===== src/rtl/uart_pkg.sv =====
// Shared UART definitions: transmitter FSM states, oversample factor and frame length.
// Also used by the UART monitor.
package uart_pkg;

  localparam int unsigned OVERSAMPLE = 16;
  localparam int unsigned FRAME_BITS = 10;

  typedef enum logic [1:0] {
    IDLE,
    START,
    DATA,
    STOP
  } tx_state_e;

  // Divider reload value for a 16x oversample tick.
  function automatic logic [31:0] cycle_cnt(input int unsigned fcpu, input int unsigned baud);
    return 32'(fcpu / (baud * OVERSAMPLE) - 32'd1);
  endfunction

endpackage


===== src/rtl/uart_tx_fifo.sv =====
// Byte queue for the UART transmitter.
// Push and pop may occur in the same cycle. Storage is not reset.
module uart_tx_fifo #(
  parameter  int unsigned DEPTH = 4,
  localparam int unsigned PTR_W = $clog2(DEPTH),
  localparam int unsigned CNT_W = $clog2(DEPTH) + 1
) (
  input  logic             clk,
  input  logic             rst_b,
  input  logic             push,
  input  logic [7:0]       push_data,
  input  logic             pop,
  output logic [7:0]       pop_data,
  output logic [CNT_W-1:0] cnt,
  output logic             full,
  output logic             empty
);

  logic [7:0]       mem [DEPTH];
  logic [PTR_W-1:0] wr_ptr;
  logic [PTR_W-1:0] rd_ptr;

  // Pointers wrap naturally because DEPTH is a power of two.
  always_ff @(posedge clk) begin
    if (!rst_b) begin
      wr_ptr <= '0;
      rd_ptr <= '0;
      cnt    <= '0;
    end else begin
      if (push) wr_ptr <= wr_ptr + PTR_W'(1);
      if (pop)  rd_ptr <= rd_ptr + PTR_W'(1);
      case ({push, pop})
        2'b10:   cnt <= cnt + CNT_W'(1);
        2'b01:   cnt <= cnt - CNT_W'(1);
        default: cnt <= cnt;
      endcase
    end
  end

  always_ff @(posedge clk) begin
    if (push) mem[wr_ptr] <= push_data;
  end

  assign pop_data = mem[rd_ptr];
  assign full     = (cnt == CNT_W'(DEPTH));
  assign empty    = (cnt == '0);

endmodule


===== src/rtl/uart_tx_drv.sv =====
// Buffered 8N1 UART transmitter.
// A free-running 16x tick divider paces the shift FSM.
module uart_tx_drv
  import uart_pkg::*;
#(
  parameter  int unsigned FCPU       = 3072000,
  parameter  int unsigned BAUD       = 19200,
  parameter  int unsigned FIFO_DEPTH = 4,
  localparam int unsigned CNT_W      = $clog2(FIFO_DEPTH) + 1
) (
  input  logic             clk,
  input  logic             rst_b,
  input  logic [7:0]       tx_data,
  input  logic             tx_valid,
  output logic             tx_ready,
  output logic             sout,
  output logic             busy,
  output logic [CNT_W-1:0] fifo_cnt
);

  localparam logic [31:0] CYCLE_CNT = cycle_cnt(FCPU, BAUD);
  localparam logic [3:0]  LAST_TICK = 4'(OVERSAMPLE - 1);

  logic [31:0] div_q;
  logic        tick;
  tx_state_e   state_q, state_n;
  logic [3:0]  tick_q, tick_n;
  logic [2:0]  bit_q, bit_n;
  logic [7:0]  shift_q, shift_n;
  logic        sout_q, sout_n;
  logic        push, pop;
  logic        fifo_full, fifo_empty;
  logic [7:0]  fifo_data;

  // Oversample divider; never resynchronised to traffic.
  always_ff @(posedge clk) begin
    if (!rst_b)    div_q <= CYCLE_CNT;
    else if (tick) div_q <= CYCLE_CNT;
    else           div_q <= div_q - 32'd1;
  end

  assign tick     = (div_q == '0);
  assign tx_ready = !fifo_full;
  assign push     = tx_valid && tx_ready;

  uart_tx_fifo #(
    .DEPTH (FIFO_DEPTH)
  ) u_fifo (
    .clk       (clk),
    .rst_b     (rst_b),
    .push      (push),
    .push_data (tx_data),
    .pop       (pop),
    .pop_data  (fifo_data),
    .cnt       (fifo_cnt),
    .full      (fifo_full),
    .empty     (fifo_empty)
  );

  always_ff @(posedge clk) begin
    if (!rst_b) begin
      state_q <= IDLE;
      tick_q  <= '0;
      bit_q   <= '0;
      shift_q <= '0;
      sout_q  <= 1'b1;
    end else begin
      state_q <= state_n;
      tick_q  <= tick_n;
      bit_q   <= bit_n;
      shift_q <= shift_n;
      sout_q  <= sout_n;
    end
  end

  // Frame sequencing; sout is registered from the next-state view.
  always_comb begin
    state_n = state_q;
    tick_n  = tick_q;
    bit_n   = bit_q;
    shift_n = shift_q;
    pop     = 1'b0;
    sout_n  = 1'b1;
    if (tick) begin
      case (state_q)
        IDLE: begin
          if (!fifo_empty) begin
            pop     = 1'b1;
            shift_n = fifo_data;
            tick_n  = '0;
            state_n = START;
          end
        end
        START: begin
          tick_n = tick_q + 4'd1;
          if (tick_q == LAST_TICK) begin
            bit_n   = '0;
            state_n = DATA;
          end
        end
        DATA: begin
          tick_n = tick_q + 4'd1;
          if (tick_q == LAST_TICK) begin
            if (bit_q == 3'd7) state_n = STOP;
            else               bit_n   = bit_q + 3'd1;
          end
        end
        STOP: begin
          tick_n = tick_q + 4'd1;
          if (tick_q == LAST_TICK) begin
            if (!fifo_empty) begin
              pop     = 1'b1;
              shift_n = fifo_data;
              state_n = START;
            end else begin
              state_n = IDLE;
            end
          end
        end
        default: state_n = IDLE;
      endcase
    end
    case (state_n)
      START:   sout_n = 1'b0;
      DATA:    sout_n = shift_n[bit_n];
      default: sout_n = 1'b1;
    endcase
  end

  assign sout = sout_q;
  assign busy = (state_q != IDLE) || !fifo_empty;

endmodule


===== config.mk =====
export PLATFORM = sky130hd
export DESIGN_NAME = uart_tx_drv
export DESIGN_NICKNAME = d
export VERILOG_FILES = /design/src/rtl/uart_pkg.sv /design/src/rtl/uart_tx_fifo.sv /design/src/rtl/uart_tx_drv.sv
export SDC_FILE = /design/constraint.sdc
export NUM_CORES = 1
export LEC_CHECK = 0
export ABC_AREA = 1
export BUFFER_PORTS_ARGS = -buffer_cell sky130_fd_sc_hd__buf_2
export CAP_MARGIN = 20
export CORE_ASPECT_RATIO = 0.75
export CORE_UTILIZATION = 40
export DETAILED_ROUTE_END_ITERATION = 10
export PLACE_DENSITY = 0.61
export SETUP_SLACK_MARGIN = 0.02
export SLEW_MARGIN = 10
export SYNTH_ARGS = -nofsm -noshare
export SYNTH_HDL_FRONTEND = slang
export SYNTH_SLANG_ARGS = --single-unit

===== constraint.sdc =====
create_clock -name clk -period 4.25 [get_ports clk]
set_clock_uncertainty 0.2 [all_clocks]
set_input_delay 0.425 -clock clk [delete_from_list [all_inputs] [get_ports clk]]
set_output_delay 0.425 -clock clk [all_outputs]
set_load 0.005 [all_outputs]

==> flow_metrics.py <==
metrics = {
    "final_layout": {
        "finalNetCount": 587,
        "n_antenna_cell": 0,
        "final_area_sq_mm": 0.00497,
        "drive_above_1_share_pct": 11.8,
        "fin_cells": 702,
        "syn_to_final_growth_pct": 11.3,
    },
    "timing": {
        "setup_viol": 0,
        "worst_pin_slew_ns": 0.817,
        "setup_ws_ns": 1.41,
        "slew_headroom_pct": 45.3,
        "hold_viol_final": 0,
        "fin_crit_sh_pct": 66.9,
        "worst_hold_slack_ns": 0.0995,
        "maxSlewViolCount": 0,
        "rsz0062_at_grt": "false",
        "setup_tns_ns": 0,
        "min_period_ns": 2.84,
        "max_freq_mhz": 352,
    },
    "clock_tree": {
        "clockBufferDepth": 2,
        "cts_buffers": 9,
        "htree_levels": 3,
        "cts_sinks": 91,
        "cts_resized": 0,
        "cts_tree": "yes",
        "hold_buffers": 0,
        "post-cts-setup-buffers": 0,
        "clockRootBuffer": "clkbuf_16",
        "clock_latency_ns": 0.34,
        "clkTransAtPathRegs_ns": 0.07,
    },
    "setup_path": {
        "critical_path_class": "flop to flop",
        "cp_max_fo": 10,
        "startpoint_type": "flop",
        "cp.arrival_ns": 2.92,
        "cp-end-kind": "flop",
        "required_ns": 4.33,
    },
    "place": {
        "place_hpwl_mm": 6.26,
        "place_congestion": 0.837,
        "dp.cells": 686,
        "dp_slack_ns": 1.42,
        "portBuffers": 16,
        "placedInstanceArea_sq_mm": 0.00466,
    },
    "pwr": {
        "peakVddDrop_v": 0.000218,
        "powerDensity_mw_per_mm2": 418,
        "cellLeakagePower_uw": 0.00206,
    },
    "drt": {
        "vias": 3447,
        "firstDrtPassIters": 4,
        "avgViaCountPerCell": 4.91,
        "post_drt_wl_per_cell_um": 12.4,
        "drtIter0Drc": 174,
        "ant_nets": 0,
        "drt_wl_total_mm": 8.68,
        "drc": 0,
    },
    "floorplanning": {
        "die_w_um": 124,
        "pin_count": 17,
        "core-area_sq_mm": 0.0106,
        "start_util_pct": 42.2,
        "dieHeight_um": 93.5,
        "die_area_sq_mm": 0.0116,
        "rows": 32,
    },
    "yosys": {
        "yosysSeqAreaShare_pct": 48.0,
        "ys_warn_count": 0,
        "syn_area_sq_mm": 0.00446,
        "syn-num-nets": 569,
        "synth.avg_cell_area_sq_um": 8.22,
        "synthCells": 543,
        "synth_cell_type_count": 42,
        "synth-seq-cells": 91,
    },
    "outcome": {
        "run_status": "finished, final reports clean",
    },
    "grt": {
        "grt_pass1_vias": 3202,
        "overflow": 0,
        "grt_max_degree": 22,
        "antenna_found_initial": 0,
        "track_usage_pct": 16.6,
        "grt_pass1_wl_mm": 14.8,
    },
    "min_path": {
        "min_path_type": "input pin to flop",
    },
    "flow_run": {
        "cap_violations": 0,
    },
}
## synthesized netlist by cell type, drive strengths merged
cell      n  area, sq um
edfxtp   32          961
clkbuf    3         11.3
fa        1         20.0
o22ai     3         18.8
o31ai     1         7.51
o21ai    30          150
nand3b    1         7.51
a41o      1         11.3
buf       7         45.0
or3       1         6.26
clkinv    3         11.3
inv      63          239
a21oi    47          239
dfxtp    59         1180
nor2     90          403
nor3      8         51.3
and3      1         6.26
nand3    28          145
or2       3         18.8
and2      1         6.26
xor2      8         70.1
nor4      3         48.8
nor3b     1         7.51
xnor2     4         35.0
o21a      1         7.51
o211ai    2         15.0
ha       14          175
nand2   114          460
nand4    13          103
## layer usage
layer  GRT usage [%]  wire (um)  up-vias  part of all wire (%)
met5               0          0        -                     0
met2            26.3       3670       56                    42
met1            22.2       4610     1566                    53
met4            5.36        109        0                   1.3
li1                -          -     1814                     -
met3            3.84        290       11                   3.3
## report_power, final
part	leakage (uW)	total (uW)	switching (uW)	internal [uW]
Combinational	0.00115	288	190	98.0
Clock	0.000138	806	335	471
Sequential	0.000772	984	36.2	947
## area by class of cell
class	count	area, sq um
Fill cell	1053	5600
Sequential cell	91	2140
Multi-Input combinational cell	376	2010
Inverter	66	250
Clock buffer	10	239
Tap cell	136	170
Timing Repair Buffer	17	87.6
Clock inverter	6	65.1
## path summary, 6_finish.rpt
check | startpoint | to | slack, ns | depth (start not counted)
worst max-delay path | state_q[1] | u_fifo.cnt[1] | 1.41 | 11
worst min-delay path | tx_data[6] | u_fifo.mem[0][6] | 0.1 | 1
worst max register to register | state_q[1] | u_fifo.cnt[1] | 1.41 | 11
worst min register to register | div_q[0] | div_q[0] | 0.21 | 1
## layout by cell type (no fill, tap or decap), drive strengths merged, types with 5 or more instances in the layout
| master | netlist | routed |
|---|---|---|
| nand2 | 114 | 114 |
| nor2 | 90 | 90 |
| inv | 63 | 63 |
| dfxtp | 59 | 59 |
| a21oi | 47 | 47 |
| edfxtp | 32 | 32 |
| o21ai | 30 | 30 |
| nand3 | 28 | 28 |
| buf | 7 | 17 |
| ha | 14 | 14 |
| nand4 | 13 | 13 |
| clkbuf | 3 | 10 |
| xor2 | 8 | 8 |
| nor3 | 8 | 8 |
| clkinv | 3 | 5 |
## cells by family (layout without fill, tap and decap cells)
group / after synthesis / in the layout / share of synthesized area, %
DFF: 91 / 91 / 48.0
adders and majority gates: 15 / 15 / 4.37
xor gates and xnor gates: 12 / 12 / 2.36
buffers and inverters: 76 / 99 / 6.87
and+or+nand+nor: 264 / 264 / 28.3
AOI/OAI and AO/OA: 85 / 85 / 10.1
## through the flow
| stage | utilization, % | power, uW |
|---|---|---|
| final | 47.0 | 2080 |
| after CTS | 47.0 | 2100 |
| after global routing | 47.0 | 2180 |
| after detailed placement | 44.1 | 1290 |
| after floorplan | - | 1220 |
| after global placement | 44.1 | 1290 |
## worst max-delay path: stages, from the launching register on
cell	delay, ns
dfxtp_1	0.41
inv_1	0.12
ha_1	0.45
clkinv_1	0.33
nand3_1	0.24
clkinv_1	0.12
ha_1	0.19
inv_1	0.10
fa_1	0.41
nor2_1	0.09
a21oi_1	0.04
nor2_1	0.08
## state kept, by name, indices dropped and copies added, names as in the netlist, named ones only
name	count
bit_q	3
sout	1
u_fifo.mem	32
tick_q	4
div_q	32
u_fifo.rd_ptr	2
shift_q	8
state_q	2
u_fifo.cnt	3
u_fifo.wr_ptr	2
(Power assumes the default switching activity.)
